==> src/rtl/obstacle_scheduler_if.sv <==
// Control/status bundle between the game FSM (master) and the playfield scheduler (slave).
interface obstacle_scheduler_if;
    logic        run;
    logic        clear;
    logic        game_tick;
    logic [5:0]  floor_bits;
    logic [5:0]  ceiling_bits;
    logic [3:0]  level;
    logic [15:0] tick_period;

    modport master (
        output run, clear,
        input  game_tick, floor_bits, ceiling_bits, level, tick_period
    );

    modport slave (
        input  run, clear,
        output game_tick, floor_bits, ceiling_bits, level, tick_period
    );
endinterface

==> src/rtl/obstacle_scheduler.sv <==
// Playfield sequencer: tick time base, LFSR-driven obstacle maps with a guaranteed
// passable gap, and a level-based tick-period ramp.
module obstacle_scheduler #(
    parameter int unsigned TICK_INIT  = 50,
    parameter int unsigned TICK_MIN   = 10,
    parameter int unsigned TICK_STEP  = 2,
    parameter int unsigned RAMP_TICKS = 16,
    parameter int unsigned MIN_GAP    = 2,
    parameter logic [7:0]  LFSR_SEED  = 8'hA5
) (
    input logic               clk,
    input logic               rst_n,
    obstacle_scheduler_if.slave bus
);

    typedef enum logic [1:0] {IDLE, RUN, HOLD} state_t;

    localparam logic [15:0] P_INIT    = 16'(TICK_INIT);
    localparam logic [15:0] P_MIN     = 16'(TICK_MIN);
    localparam logic [15:0] P_STEP    = 16'(TICK_STEP);
    localparam logic [16:0] P_THRESH  = 17'(TICK_MIN + TICK_STEP);
    localparam logic [7:0]  RAMP_LAST = 8'(RAMP_TICKS - 1);
    localparam logic [2:0]  GAP_NEED  = 3'(MIN_GAP);

    state_t      state_q, state_d;
    logic [15:0] cnt_q, cnt_d;
    logic [15:0] period_q, period_d;
    logic [3:0]  level_q, level_d;
    logic [7:0]  lfsr_q, lfsr_d;
    logic [2:0]  gap_q, gap_d;
    logic [7:0]  ramp_q, ramp_d;
    logic [5:0]  floor_q, floor_d;
    logic [5:0]  ceil_q, ceil_d;
    logic        tick_q, tick_d;

    logic        nf, nc;
    logic [15:0] new_period;

    always_ff @(posedge clk or negedge rst_n) begin
        if (!rst_n) begin
            state_q  <= IDLE;
            cnt_q    <= '0;
            period_q <= P_INIT;
            level_q  <= '0;
            lfsr_q   <= LFSR_SEED;
            gap_q    <= '0;
            ramp_q   <= '0;
            floor_q  <= '0;
            ceil_q   <= '0;
            tick_q   <= 1'b0;
        end else begin
            state_q  <= state_d;
            cnt_q    <= cnt_d;
            period_q <= period_d;
            level_q  <= level_d;
            lfsr_q   <= lfsr_d;
            gap_q    <= gap_d;
            ramp_q   <= ramp_d;
            floor_q  <= floor_d;
            ceil_q   <= ceil_d;
            tick_q   <= tick_d;
        end
    end

    always_comb begin
        state_d    = state_q;
        cnt_d      = cnt_q;
        period_d   = period_q;
        level_d    = level_q;
        lfsr_d     = lfsr_q;
        gap_d      = gap_q;
        ramp_d     = ramp_q;
        floor_d    = floor_q;
        ceil_d     = ceil_q;
        tick_d     = 1'b0;
        nf         = 1'b0;
        nc         = 1'b0;
        new_period = period_q;

        if (bus.clear) begin
            state_d  = IDLE;
            cnt_d    = '0;
            period_d = P_INIT;
            level_d  = '0;
            lfsr_d   = LFSR_SEED;
            gap_d    = '0;
            ramp_d   = '0;
            floor_d  = '0;
            ceil_d   = '0;
        end else begin
            unique case (state_q)
                IDLE: begin
                    if (bus.run) begin
                        state_d = RUN;
                        cnt_d   = period_q - 16'd1;
                    end
                end
                RUN: begin
                    if (!bus.run) begin
                        state_d = HOLD;
                    end else if (cnt_q == '0) begin
                        tick_d = 1'b1;
                        if (gap_q >= GAP_NEED) begin
                            nf = (lfsr_q[1:0] == 2'b01);
                            nc = (lfsr_q[1:0] == 2'b10);
                        end
                        floor_d = {floor_q[4:0], nf};
                        ceil_d  = {ceil_q[4:0], nc};
                        gap_d   = (nf | nc) ? 3'd0 : ((gap_q == 3'd7) ? gap_q : gap_q + 3'd1);
                        lfsr_d  = {lfsr_q[6:0], lfsr_q[7] ^ lfsr_q[5] ^ lfsr_q[4] ^ lfsr_q[3]};
                        // Ramp freezes once level saturates; reload below uses the updated period.
                        if (level_q != 4'd15) begin
                            if (ramp_q == RAMP_LAST) begin
                                ramp_d     = '0;
                                level_d    = level_q + 4'd1;
                                new_period = ({1'b0, period_q} > P_THRESH) ? (period_q - P_STEP) : P_MIN;
                            end else begin
                                ramp_d = ramp_q + 8'd1;
                            end
                        end
                        period_d = new_period;
                        cnt_d    = new_period - 16'd1;
                    end else begin
                        cnt_d = cnt_q - 16'd1;
                    end
                end
                HOLD: begin
                    if (bus.run) state_d = RUN;
                end
                default: state_d = IDLE;
            endcase
        end
    end

    assign bus.game_tick    = tick_q;
    assign bus.floor_bits   = floor_q;
    assign bus.ceiling_bits = ceil_q;
    assign bus.level        = level_q;
    assign bus.tick_period  = period_q;

endmodule

==> src/flat_wrapper.sv <==
// flat-port wrapper written by rule: the top's interface ports become plain ports
module obstacle_scheduler_flat 
#(
    parameter int unsigned TICK_INIT  = 50,
    parameter int unsigned TICK_MIN   = 10,
    parameter int unsigned TICK_STEP  = 2,
    parameter int unsigned RAMP_TICKS = 16,
    parameter int unsigned MIN_GAP    = 2,
    parameter logic [7:0]  LFSR_SEED  = 8'hA5
)
  (clk, rst_n, bus_run, bus_clear, bus_game_tick, bus_floor_bits, bus_ceiling_bits, bus_level, bus_tick_period);
  obstacle_scheduler_if bus_i ();
  input logic clk;
  input logic rst_n;
  input wire logic [$bits(bus_i.run)-1:0] bus_run;
  input wire logic [$bits(bus_i.clear)-1:0] bus_clear;
  output wire logic [$bits(bus_i.game_tick)-1:0] bus_game_tick;
  output wire logic [$bits(bus_i.floor_bits)-1:0] bus_floor_bits;
  output wire logic [$bits(bus_i.ceiling_bits)-1:0] bus_ceiling_bits;
  output wire logic [$bits(bus_i.level)-1:0] bus_level;
  output wire logic [$bits(bus_i.tick_period)-1:0] bus_tick_period;
  assign bus_i.run = bus_run;
  assign bus_i.clear = bus_clear;
  assign bus_game_tick = bus_i.game_tick;
  assign bus_floor_bits = bus_i.floor_bits;
  assign bus_ceiling_bits = bus_i.ceiling_bits;
  assign bus_level = bus_i.level;
  assign bus_tick_period = bus_i.tick_period;
  obstacle_scheduler #(.TICK_INIT(TICK_INIT), .TICK_MIN(TICK_MIN), .TICK_STEP(TICK_STEP), .RAMP_TICKS(RAMP_TICKS), .MIN_GAP(MIN_GAP), .LFSR_SEED(LFSR_SEED)) u_core (.clk(clk), .rst_n(rst_n), .bus(bus_i));
endmodule
==> config.mk <==
export PLATFORM = sky130hd
export DESIGN_NAME = obstacle_scheduler_flat
export DESIGN_NICKNAME = d
export VERILOG_FILES = /design/src/rtl/obstacle_scheduler_if.sv /design/src/rtl/obstacle_scheduler.sv /design/src/flat_wrapper.sv
export SDC_FILE = /design/constraint.sdc
export NUM_CORES = 1
export LEC_CHECK = 0
export CORE_UTILIZATION = 58
export DETAILED_ROUTE_END_ITERATION = 12
export PLACE_DENSITY_LB_ADDON = 0.12
export SYNTH_ARGS = -nofsm -noshare
export SYNTH_HDL_FRONTEND = slang
export SYNTH_SLANG_ARGS = --single-unit
==> constraint.sdc <==
create_clock -name clk -period 5 [get_ports clk]
set_clock_uncertainty 0.15 [all_clocks]
set_input_delay 1.5 -clock clk [delete_from_list [all_inputs] [get_ports clk]]
set_output_delay 1.5 -clock clk [all_outputs]
set_load 0.02 [all_outputs]
; ---- Word-level counts from Yosys, hierarchy flattened
; Cells that the tools add are included.
[classes]
add_sub_neg = 7
order_cmp = 2
n_eq_ne = 12
muxes = 64
bitwise_logic = 4
n_reduce_logical = 15
[ops]
columns = cell, n
row1 = $mux 16, 15
row2 = $mux 8, 10
row3 = $mux 6, 8
row4 = $sub 16x1->16 const B, 3
row5 = $pmux 16 s2, 1
row6 = $mux 4, 6
row7 = $mux 3, 6
row8 = $gt 16x4->1 const B, 1
row9 = $logic_not 16->1, 1
row10 = $sub 16x2->16 const B, 1
row11 = $mux 1, 14
row12 = $reduce_bool 2->1, 5
row13 = $ne 3x3->1 const B, 3
row14 = $add 8x1->8 const B, 1
row15 = $eq 8x4->1 const B, 1
row16 = $reduce_and 4->1, 2
row17 = $mux 2, 3
row18 = $reduce_and 3->1, 2
row19 = $reduce_and 5->1, 1
row20 = $add 4x1->4 const B, 1
row21 = $eq 2x1->1 const B, 2
row22 = $eq 2x2->1 const B, 2
row23 = $ne 4x4->1 const B, 1
row24 = $pmux 2 s2, 1
row25 = other kinds (11), 13
[word_totals]
reg_bits = 70
wordCells = 114

; ---- Longest topological paths before layout
; Gate-level depths: netlist of the first run.
[depth]
word_depth = 13
ltp_mapped = 11
ltp_nobuf = 11

; ---- Worst setup path before layout of the first run
; Ideal clock, no wire load.
[synth_timing]
path_kind = reg2reg
startpoint = register u_core.period_q[7] (netlist: u_core.bus.tick_period[7])
endpoint = register u_core.cnt_q[12]
arrival_time_ns = 3.332
setup_slack_ns = 1.397
path_stages_with_launch = 10
n_path_buf = 1
synth_period_minus_slack_ns = 3.603
path_cell_list = dfrtp_1 > or4_1 > or3_1 > nor3_2 > o21ai_1 > o2bb2ai_1 > or4_1 > buf_2 > or4_1 > a32o_1
[synth_between]
elab_chain_cells = 13
elab_cells_between_ends = 16
classes_between = 3 x add/sub / 1 x order compare / 12 x mux
[synth_lines]
columns = item, line
row1 = "start, declared", obstacle_scheduler.sv:27  ; logic [15:0] period_q, period_d;
row2 = "start signal, assigned", obstacle_scheduler.sv:54  ; period_q <= period_d;
row3 = $sub 16x2->16 / $gt 16x4->1 (equally long branches), obstacle_scheduler.sv:116  ; new_period = ({1'b0, period_q} > P_THRESH) ? (period_q - P_STEP) : P_MIN;
row4 = $mux 16, obstacle_scheduler.sv:116
row5 = $mux 16, obstacle_scheduler.sv:113  ; if (ramp_q == RAMP_LAST) begin
row6 = $mux 16, obstacle_scheduler.sv:112  ; if (level_q != 4'd15) begin
row7 = $mux 16, obstacle_scheduler.sv:101  ; end else if (cnt_q == '0) begin
row8 = $mux 16, obstacle_scheduler.sv:99  ; if (!bus.run) begin
row9 = $mux 16, obstacle_scheduler.sv:91  ; unique case (state_q)
row10 = $mux 16, obstacle_scheduler.sv:80  ; if (bus.clear) begin
row11 = $sub 16x1->16, obstacle_scheduler.sv:122  ; cnt_d = new_period - 16'd1;
row12 = $mux 16, obstacle_scheduler.sv:101
row13 = $mux 16, obstacle_scheduler.sv:99
row14 = $pmux 16 s2 (*), obstacle_scheduler.sv:91
row15 = $mux 16 (*), obstacle_scheduler.sv:80
row16 = "end signal, assigned", obstacle_scheduler.sv:53  ; cnt_q <= cnt_d;
row17 = "end, declared", obstacle_scheduler.sv:26  ; logic [15:0] cnt_q, cnt_d;
; Mark *: on every way between the ends. The rest lies on a longest branch, timed or not. The select of a mux whose other input is x is not followed.
; A chain may end at the register's enable or synchronous reset.

; ---- Worst setup path after layout of the first run
[layout_timing]
startpoint = register u_core.period_q[11] (netlist: u_core.bus.tick_period[11])
endpoint = register u_core.cnt_q[15]
; Same word-level chain as after synthesis.

==> results of run 1 <==
==> cell usage after synthesis, types with 3 or more instances <==
| master | n | area [um2] |
|---|---|---|
| nand2_1 | 69 | 259 |
| dfrtp_1 | 63 | 1580 |
| nor2_1 | 38 | 143 |
| a21oi_1 | 31 | 155 |
| o21ai_0 | 28 | 140 |
| nor3_1 | 20 | 100 |
| nand3_1 | 19 | 95.1 |
| xnor2_1 | 16 | 140 |
| clkbuf_1 | 15 | 56.3 |
| inv_1 | 13 | 48.8 |
| nor4_1 | 12 | 75.1 |
| o31ai_1 | 9 | 67.6 |
| and3_1 | 8 | 50.1 |
| dfstp_2 | 7 | 184 |
| a22o_1 | 6 | 52.6 |
| ha_1 | 6 | 75.1 |
| or4_1 | 6 | 45.0 |
| xor2_1 | 6 | 52.6 |
| nand4_1 | 5 | 31.3 |
| nor4b_1 | 5 | 43.8 |
| or3_1 | 5 | 31.3 |
| a32o_1 | 4 | 40.0 |
| o211ai_1 | 4 | 30.0 |
| or3_2 | 4 | 30.0 |
| a22oi_1 | 3 | 22.5 |
| a31oi_1 | 3 | 18.8 |
| o21a_1 | 3 | 22.5 |
| o22ai_1 | 3 | 18.8 |
| o31a_1 | 3 | 26.3 |
| o41ai_1 | 3 | 26.3 |
| or2_2 | 3 | 18.8 |
| or4_4 | 3 | 33.8 |
==> worst min-delay path, delay by kind of cell, from the launching register on <==
family | cells | cell delay [ps]
flip-flops | 1 | 370
AND/OR/NAND/NOR | 2 | 120
==> cell type report <==
cell class	instances	area share [%]
clock buffers	9	2.58
multi-input cells	369	47.4
flip-flops and latches	70	36.6
inverters	14	1.09
well taps	96	2.50
repair buffers	45	8.80
clock inverters	7	1.04
==> worst paths after layout <==
| path | from | depth (start not counted) | to |
|---|---|---|---|
| max in group asynchronous | rst_n | 2 | u_core.bus.tick_period[2] |
| setup / recovery | u_core.bus.tick_period[11] | 8 | u_core.cnt_q[15] |
| setup reg to reg | u_core.bus.tick_period[11] | 8 | u_core.cnt_q[15] |
| min in group asynchronous | rst_n | 1 | u_core.bus.tick_period[10] |
| hold / removal | u_core.lfsr_q[2] | 2 | u_core.lfsr_q[2] |
| hold reg to reg | u_core.lfsr_q[2] | 2 | u_core.lfsr_q[2] |
==> power breakdown <==
group | leakage (nW) | total [W] | switching, W | internal, W
combinational | 0.889 | 0.000135 | 0.0000915 | 0.0000438
clock | 0.0933 | 0.000414 | 0.000233 | 0.000181
sequential | 0.946 | 0.000595 | 0.0000136 | 0.000581
==> layer usage <==
metal	up-vias	part of all wire, %
met2	151	46
met3	53	5.2
li1	1830	-
met1	1913	44
met4	0	4.4
met5	-	0
==> state kept, by name, summed over array words and instances (netlist names) <==
register / count
u_core.cnt_q: 16
u_core.bus.level: 4
u_core.lfsr_q: 8
u_core.bus.floor_bits: 6
u_core.bus.game_tick: 1
u_core.state_q: 2
u_core.bus.tick_period: 16
u_core.bus.ceiling_bits: 6
u_core.ramp_q: 8
u_core.gap_q: 3
==> per-stage QoR <==
| stage | std cells | worst slack [ps] |
|---|---|---|
| floorplan | 474 | 1400 |
| global placement | 594 | 1230 |
| detailed placement | 594 | 1160 |
| CTS | 610 | 1140 |
| global route | 610 | 884 |
| finish | 610 | 1080 |
==> logic make-up after synthesis <==
kind of cell,count (synthesis)
compound gates,123
buf+inv,35
fa+ha+maj,6
flops,70
mux,4
xor+xnor,22
simple gates,214
==> key figures, run 1 <==
Detailed routing
  – Remaining design rule violation count: 0
  – Total number of vias: 3947
  – Count of TritonRoute iterations in the first routing pass: 5
  – Post-detailed-route count of antenna-violating nets: 0
  – Final routed wire length divided by cell count: 18.2 um
  – Total length of routed wires: 11100 um
  – Vias per cell: 6.47
  – Initial drt markers: 326

Power
  – Cell Pwr Density: 238 nW/um2
  – Leakage power summed over all cells: 1.93 nW
  – Sum of internal, switching and leakage power: 0.00114 W
  – Worst vdd ir: 0.199 mV

Logic synthesis
  – Mux share of post-synthesis cell area: 1.01%
  – Syn nets: 484
  – Sequential-to-total area share from yosys stat: 42.0%
  – Mapped Cells: 474
  – Fraction of the mapped netlist area in simple logic gates: 26.7%
  – Avg Synthesized Cell Area: 8.85 um2
  – Synth warnings: 0
  – Post-Synth XOR/XNOR Area: 4.60%
  – Compound-Gate Fraction of Synth Area: 20.1%
  – Synthesized area: 4190 um2
  – Adder and majority cell fraction of the synthesized area: 1.79%
  – FF+latch count, synth: 70
  – Share of flip-flops with an asynchronous set or reset: 100%
  – Combinational family with the most area after synthesis: simple AND/OR/NAND/NOR gates
  – Leading register cell type out of synthesis: dfrtp_1
  – Count of unique library cells instantiated by Yosys: 73
  – Number of synthesized flops with an enable pin: 0

Floorplan
  – Die Footprint: 7570 um2
  – I/O pin total: 37
  – Standard-cell rows: 30
  – Die height: 87.0 um
  – Placeable Area: 6910 um2
  – Effective utilization at floorplan: 60.7%
  – Width of the chip: 87.0 um

Timing
  – Setup repair after global routing missed its margin: false
  – Setup TNS after final layout: 0 ps
  – Final slew viol count: 0
  – Transition time at the pin with the least slew margin: 1320 ps
  – Post-layout min period: 3920 ps
  – Total setup violations reported at the end of the flow: 0
  – Final Cycle Share: 78.4%
  – Max Freq: 0.255 GHz
  – Worst slew margin: 11.7%
  – Final hold slack: 343 ps
  – Number of hold violations in the final report: 0

Cells and area
  – Share of final-layout standard cells stronger than drive strength 1: 11.9%
  – Antenna Diode Count: 0
  – Total area of multi-input combinational cells: 2280 um2
  – Leading cell type in the layout, fill and taps excluded: nand2_1
  – FILL cells: 585
  – Sequential Area: 1760 um2
  – Most frequent cells in the layout: nand2_1, dfrtp_1, nor2_1, clkdlybuf4s50_1, a21oi_1
  – Net count, final: 519
  – Fin util: 69.6%
  – Design area: 4810 um2
  – Area delta synth->final: 14.6%

Clock network
  – Number of buffers added to fix hold violations after cts: 0
  – Total number of clock tree sinks: 70
  – Root buffer cell: clkbuf_8
  – Clock Tree Buf Depth: 2
  – Clock latency on the worst-skew pair: 360 ps
  – Gates resized, CTS repair: 0
  – H-tree lvl count: 3
  – Worst-path clk slew: 80 ps
  – TritonCTS Buffers: 9
  – Number of buffers inserted by post-CTS setup repair: 0
  – Clock tree from TritonCTS: done

Setup path
  – Top Family by Delay on Critical Path: simple AND/OR/NAND/NOR gates
  – CP Buf/Inv Count: 0
  – Data required time of the critical path: 5100 ps
  – Data arrival time of the critical path: 4020 ps
  – Max Fanout on Critical Path: 9
  – Crit start category: register
  – Setup slack, reg-to-reg: 1080 ps
  – Slowest Stage Delay on Critical Path: 520 ps
  – Type of the worst setup path: reg -> reg
  – Cell at the slowest stage of the critical path: nor2_1
  – Crit path cell chain: nor4_1 > nand4b_1 > nor2_1 > o31a_1 > nand4bb_1 > or2_2 > or4_1 > a32o_1
  – Critical Path End Type: register

GRT
  – Gr ovfl total: 0
  – Global-route wire length before repair: 17700 um
  – Met1 usage in global routing: 41.1%
  – Global-route track usage on met2: 46.7%
  – Fraction of met3 tracks used by global routing: 5.50%
  – Initial antenna violation count: 0
  – Most utilized layer in the global route result: met2
  – Largest net degree at the start of global routing: 50
  – Total routing resource utilization after global routing: 30.9%
  – Number of global-route vias before repair: 3650

Place
  – Post-detailed-placement cell area: 4630 um2
  – Half-perimeter wire length after detailed placement: 7660 um
  – Weighted congestion reported at the end of routability-driven placement: 1.01
  – Port-buffer cells: 36

Flow run
  – Maximum capacitance violations: 0

Worst hold path
  – Class of the tightest hold or removal check: reg -> reg

Outcome
  – Outcome: completed
No activity file was read; power rests on OpenSTA's default activity.
==> run 2: changes to the inputs <==
Clock period 5 ns to 3.8 ns, I/O delays scaled along.
==> key figures, run 2 (same netlist as run 1, synthesis figures left out) <==
Outcome
  – Outcome: completed

Cells and area
  – FILL cells: 527
  – Area delta synth->final: 22.3%
  – Sequential Area: 1760 um2
  – Fin util: 74.2%
  – Net count, final: 550
  – Leading cell type in the layout, fill and taps excluded: nand2_1
  – Antenna Diode Count: 0
  – Most frequent cells in the layout: nand2_1, dfrtp_1, buf_4, nor2_1, clkdlybuf4s50_1
  – Design area: 5130 um2
  – Total area of multi-input combinational cells: 2300 um2
  – Share of final-layout standard cells stronger than drive strength 1: 17.6%

Power
  – Cell Pwr Density: 328 nW/um2
  – Leakage power summed over all cells: 2.11 nW
  – Worst vdd ir: 0.261 mV

GRT
  – Gr ovfl total: 0
  – Initial antenna violation count: 0
  – Number of global-route vias before repair: 3939
  – Largest net degree at the start of global routing: 39
  – Global-route wire length before repair: 19300 um
  – Total routing resource utilization after global routing: 33.8%

Timing
  – Setup repair after global routing missed its margin: false
  – Max Freq: 0.273 GHz
  – Transition time at the pin with the least slew margin: 1290 ps
  – Number of hold violations in the final report: 0
  – Final slew viol count: 0
  – Total setup violations reported at the end of the flow: 0
  – Post-layout min period: 3660 ps
  – Worst slew margin: 14.0%
  – Final Cycle Share: 96.2%
  – Smallest setup slack after layout: 143 ps

Worst hold path
  – Class of the tightest hold or removal check: reg -> reg
  – Critical hold path startpoint: u_core.lfsr_q[2]

Setup path
  – Crit path from: u_core.ramp_q[4]
  – Crit start category: register
  – Critical Path End Type: register
  – Max Fanout on Critical Path: 8
  – Type of the worst setup path: reg -> reg
  – Data arrival time of the critical path: 3760 ps
  – Start of the worst register-to-register path: u_core.ramp_q[4]
  – Data required time of the critical path: 3900 ps

Detailed routing
  – Remaining design rule violation count: 0
  – Vias per cell: 6.36
  – Initial drt markers: 320
  – Total length of routed wires: 11700 um
  – Post-detailed-route count of antenna-violating nets: 0
  – Count of TritonRoute iterations in the first routing pass: 5
  – Total number of vias: 4074
  – Final routed wire length divided by cell count: 18.3 um

Clock network
  – Number of buffers inserted by post-CTS setup repair: 0
  – Clock Tree Buf Depth: 2
  – Total number of clock tree sinks: 70
  – Worst-path clk slew: 90 ps
  – H-tree lvl count: 3
  – Clock tree from TritonCTS: done
  – TritonCTS Buffers: 9
  – Clock latency on the worst-skew pair: 360 ps
  – Number of buffers added to fix hold violations after cts: 0
  – Gates resized, CTS repair: 0
  – Root buffer cell: clkbuf_8

Floorplan
  – Placeable Area: 6910 um2
  – Standard-cell rows: 30
  – I/O pin total: 37
  – Effective utilization at floorplan: 60.7%
  – Die height: 87.0 um
  – Width of the chip: 87.0 um
  – Die Footprint: 7570 um2

Place
  – Weighted congestion reported at the end of routability-driven placement: 0.885
  – Worst-case setup slack after placement: 30.2 ps
  – Port-buffer cells: 36
  – Half-perimeter wire length after detailed placement: 8270 um
  – Post-detailed-placement cell area: 4880 um2

Flow run
  – Maximum capacitance violations: 0
run 2: stage by stage:
| step | hold slack, ps | TNS (ps) | power, W | cells |
|---|---|---|---|---|
| floorplan | 313 | 0 | 0.000919 | 474 |
| global placement | 324 | 0 | 0.000987 | 625 |
| detailed placement | 328 | 0 | 0.000992 | 625 |
| CTS | 341 | -4.18 | 0.00169 | 641 |
| global route | 365 | 0 | 0.00174 | 641 |
| finish | 343 | 0 | 0.00168 | 641 |
run 2: final cells by class:
| cell class | instances | area share [%] |
|---|---|---|
| multi-input combinational | 369 | 44.8 |
| sequential | 70 | 34.3 |
| timing repair buffer | 76 | 13.0 |
| clock buffer | 9 | 2.42 |
| tap | 96 | 2.34 |
| clock inverter | 7 | 2.00 |
| inverter | 14 | 1.03 |
run 2: report_power, final:
part           switching, W  internal [W]
Clock              0.000318      0.000379
Combinational      0.000128     0.0000743
Sequential        0.0000169      0.000764
Total              0.000464       0.00122
run 2: final timing paths:
check	cells past startpoint	to	slack (ps)
min in group asynchronous	1	u_core.bus.tick_period[9]	720
min	2	u_core.lfsr_q[2]	340
max in group asynchronous	2	u_core.bus.tick_period[5]	2040
max reg2reg	8	u_core.cnt_q[12]	140
max	8	u_core.cnt_q[12]	140
min reg2reg	2	u_core.lfsr_q[2]	340
run 2: routing by layer:
layer / vias to the layer above / global-route usage [%] / share of wire [%]
met1: 1976 / 43.2 / 42
met3: 30 / 5.40 / 5.9
met5: - / 0 / 0
li1: 1886 / - / -
met2: 182 / 55.8 / 49
met4: 0 / 16.8 / 3.2
run 2: worst max-delay path: stages (launching register included):
cell     delay [ps]
dfrtp_1         440
nor4_2          480
nand3_4         190
or4_4           580
a21oi_2         160
o22ai_2          90
or4_1           640
or4_1           570
a32o_1          260
==> run 3: changes to the inputs <==
Settings changed: CORE_UTILIZATION 58 to 59.
Clock period 3.8 ns to 4.26 ns, I/O delays scaled along.
==> key figures, run 3 (same netlist as run 1, synthesis figures left out) <==
GRT
  – Largest net degree at the start of global routing: 44
  – Total routing resource utilization after global routing: 33.2%
  – Global-route wire length before repair: 18700 um
  – Initial antenna violation count: 0
  – Number of global-route vias before repair: 3773
  – Gr ovfl total: 0

Setup path
  – Cell at the slowest stage of the critical path: or4_1
  – Top Family by Delay on Critical Path: simple AND/OR/NAND/NOR gates
  – Most frequent cell on the critical path: or4_1
  – Critical Path End Type: register
  – Data required time of the critical path: 4360 ps
  – Max Fanout on Critical Path: 7
  – CP Buf/Inv Count: 0
  – Data arrival time of the critical path: 4170 ps
  – Crit path cell chain: or4_1 > or4_4 > o311ai_0 > o211a_1 > nor4b_1 > nand2_1 > or4_1 > a32o_1
  – Crit start category: register
  – Type of the worst setup path: reg -> reg
  – Slowest Stage Delay on Critical Path: 710 ps

Floorplan
  – Standard-cell rows: 30
  – Placeable Area: 6830 um2
  – Die Footprint: 7450 um2
  – Die height: 86.3 um
  – I/O pin total: 37
  – Width of the chip: 86.3 um
  – Effective utilization at floorplan: 61.4%

Timing
  – Total setup violations reported at the end of the flow: 0
  – Setup repair after global routing missed its margin: false
  – Worst slew margin: 46.2%
  – Post-layout min period: 4080 ps
  – Max Freq: 0.245 GHz
  – Setup TNS after final layout: 0 ps
  – Final Cycle Share: 95.7%
  – Number of hold violations in the final report: 0
  – Transition time at the pin with the least slew margin: 804 ps
  – Final slew viol count: 0

Detailed routing
  – Vias per cell: 6.43
  – Initial drt markers: 264
  – Post-detailed-route count of antenna-violating nets: 0
  – Final routed wire length divided by cell count: 18.5 um
  – Count of TritonRoute iterations in the first routing pass: 5
  – Total number of vias: 4004
  – Total length of routed wires: 11600 um
  – Remaining design rule violation count: 0

Clock network
  – Worst-path clk slew: 90 ps
  – Root buffer cell: clkbuf_8
  – Total number of clock tree sinks: 70
  – Number of buffers inserted by post-CTS setup repair: 0
  – Number of buffers added to fix hold violations after cts: 0
  – H-tree lvl count: 3
  – TritonCTS Buffers: 9
  – Clock Tree Buf Depth: 2
  – Clock latency on the worst-skew pair: 350 ps
  – Clock tree from TritonCTS: done
  – Gates resized, CTS repair: 0

Cells and area
  – Design area: 4940 um2
  – Area delta synth->final: 17.8%
  – Non-filler cells, final: 623
  – Most frequent cells in the layout: nand2_1, dfrtp_1, nor2_1, clkdlybuf4s50_1, a21oi_1
  – Net count, final: 532
  – Leading cell type in the layout, fill and taps excluded: nand2_1
  – FILL cells: 543
  – Share of final-layout standard cells stronger than drive strength 1: 14.0%
  – Antenna Diode Count: 0

Place
  – Weighted congestion reported at the end of routability-driven placement: 0.963
  – Cell total after placement: 607
  – Port-buffer cells: 36
  – Post-detailed-placement cell area: 4730 um2
  – Half-perimeter wire length after detailed placement: 8110 um

Power
  – Worst vdd ir: 0.260 mV
  – Leakage power summed over all cells: 2.01 nW
  – Cell Pwr Density: 290 nW/um2

Worst hold path
  – Class of the tightest hold or removal check: reg -> reg

Outcome
  – Outcome: completed

Flow run
  – Maximum capacitance violations: 0
==> run 3: changes by cell type in the layout (fill, tap and decap cells not counted), sizes merged <==
cell    change
clkbuf      +2
inv         -3
buf        -18
bufinv      -1
clkinv      +2
==> run 3: worst reg2reg max path: stages, from the launching register on <==
cell	delay, ps
dfrtp_1	430
or4_1	710
or4_4	560
o311ai_0	400
o211a_1	280
nor4b_1	570
nand2_1	180
or4_1	440
a32o_1	260
==> run 3: layout make-up <==
cell class                      count  area [um2]  area share [%]
Inverter                           14        52.6            1.06
Clock buffer                       11         151            3.07
Timing Repair Buffer               58         520            10.5
Sequential cell                    70        1760            35.7
Clock inverter                      5        56.3            1.14
Tap cell                           96         120            2.43
Multi-Input combinational cell    369        2280            46.1
==> run 3: metal layers <==
layer / vias to the layer above / global-route usage [%] / part of all wire [%]
met5: - / 0 / 0
met4: 0 / 17.1 / 3.6
met3: 43 / 5.90 / 6.6
met2: 196 / 54.4 / 48
met1: 1912 / 42.2 / 42
li1: 1853 / - / -
==> run 3: path summary, 6_finish.rpt <==
| check | slack (ps) | to | start | depth (start not counted) |
|---|---|---|---|---|
| min reg2reg | 340 | u_core.lfsr_q[2] | u_core.lfsr_q[2] | 2 |
| max reg2reg | 180 | u_core.cnt_q[14] | u_core.ramp_q[4] | 8 |
| max in group asynchronous | 2130 | u_core.lfsr_q[5] | rst_n | 2 |
| min in group asynchronous | 810 | u_core.bus.tick_period[7] | rst_n | 1 |
| max | 180 | u_core.cnt_q[14] | u_core.ramp_q[4] | 8 |
| min | 340 | u_core.lfsr_q[2] | u_core.lfsr_q[2] | 2 |
==> run 3: per-stage QoR <==
step | util (%) | worst slack [ps] | power, W | hold slack (ps)
after floorplan | - | 657 | 0.000820 | 313
after global placement | 69.2 | 497 | 0.000867 | 323
after detailed placement | 69.2 | 396 | 0.000872 | 325
after CTS | 72.3 | 256 | 0.00143 | 336
after global routing | 72.3 | 76.1 | 0.00148 | 361
final | 72.3 | 185 | 0.00143 | 339
==> run 3: power breakdown <==
group,total (W),internal (W),switching [W]
logic,0.000165,0.0000547,0.000110
clock network,0.000571,0.000303,0.000269
registers,0.000698,0.000682,0.0000159
total,0.00143,0.00104,0.000395
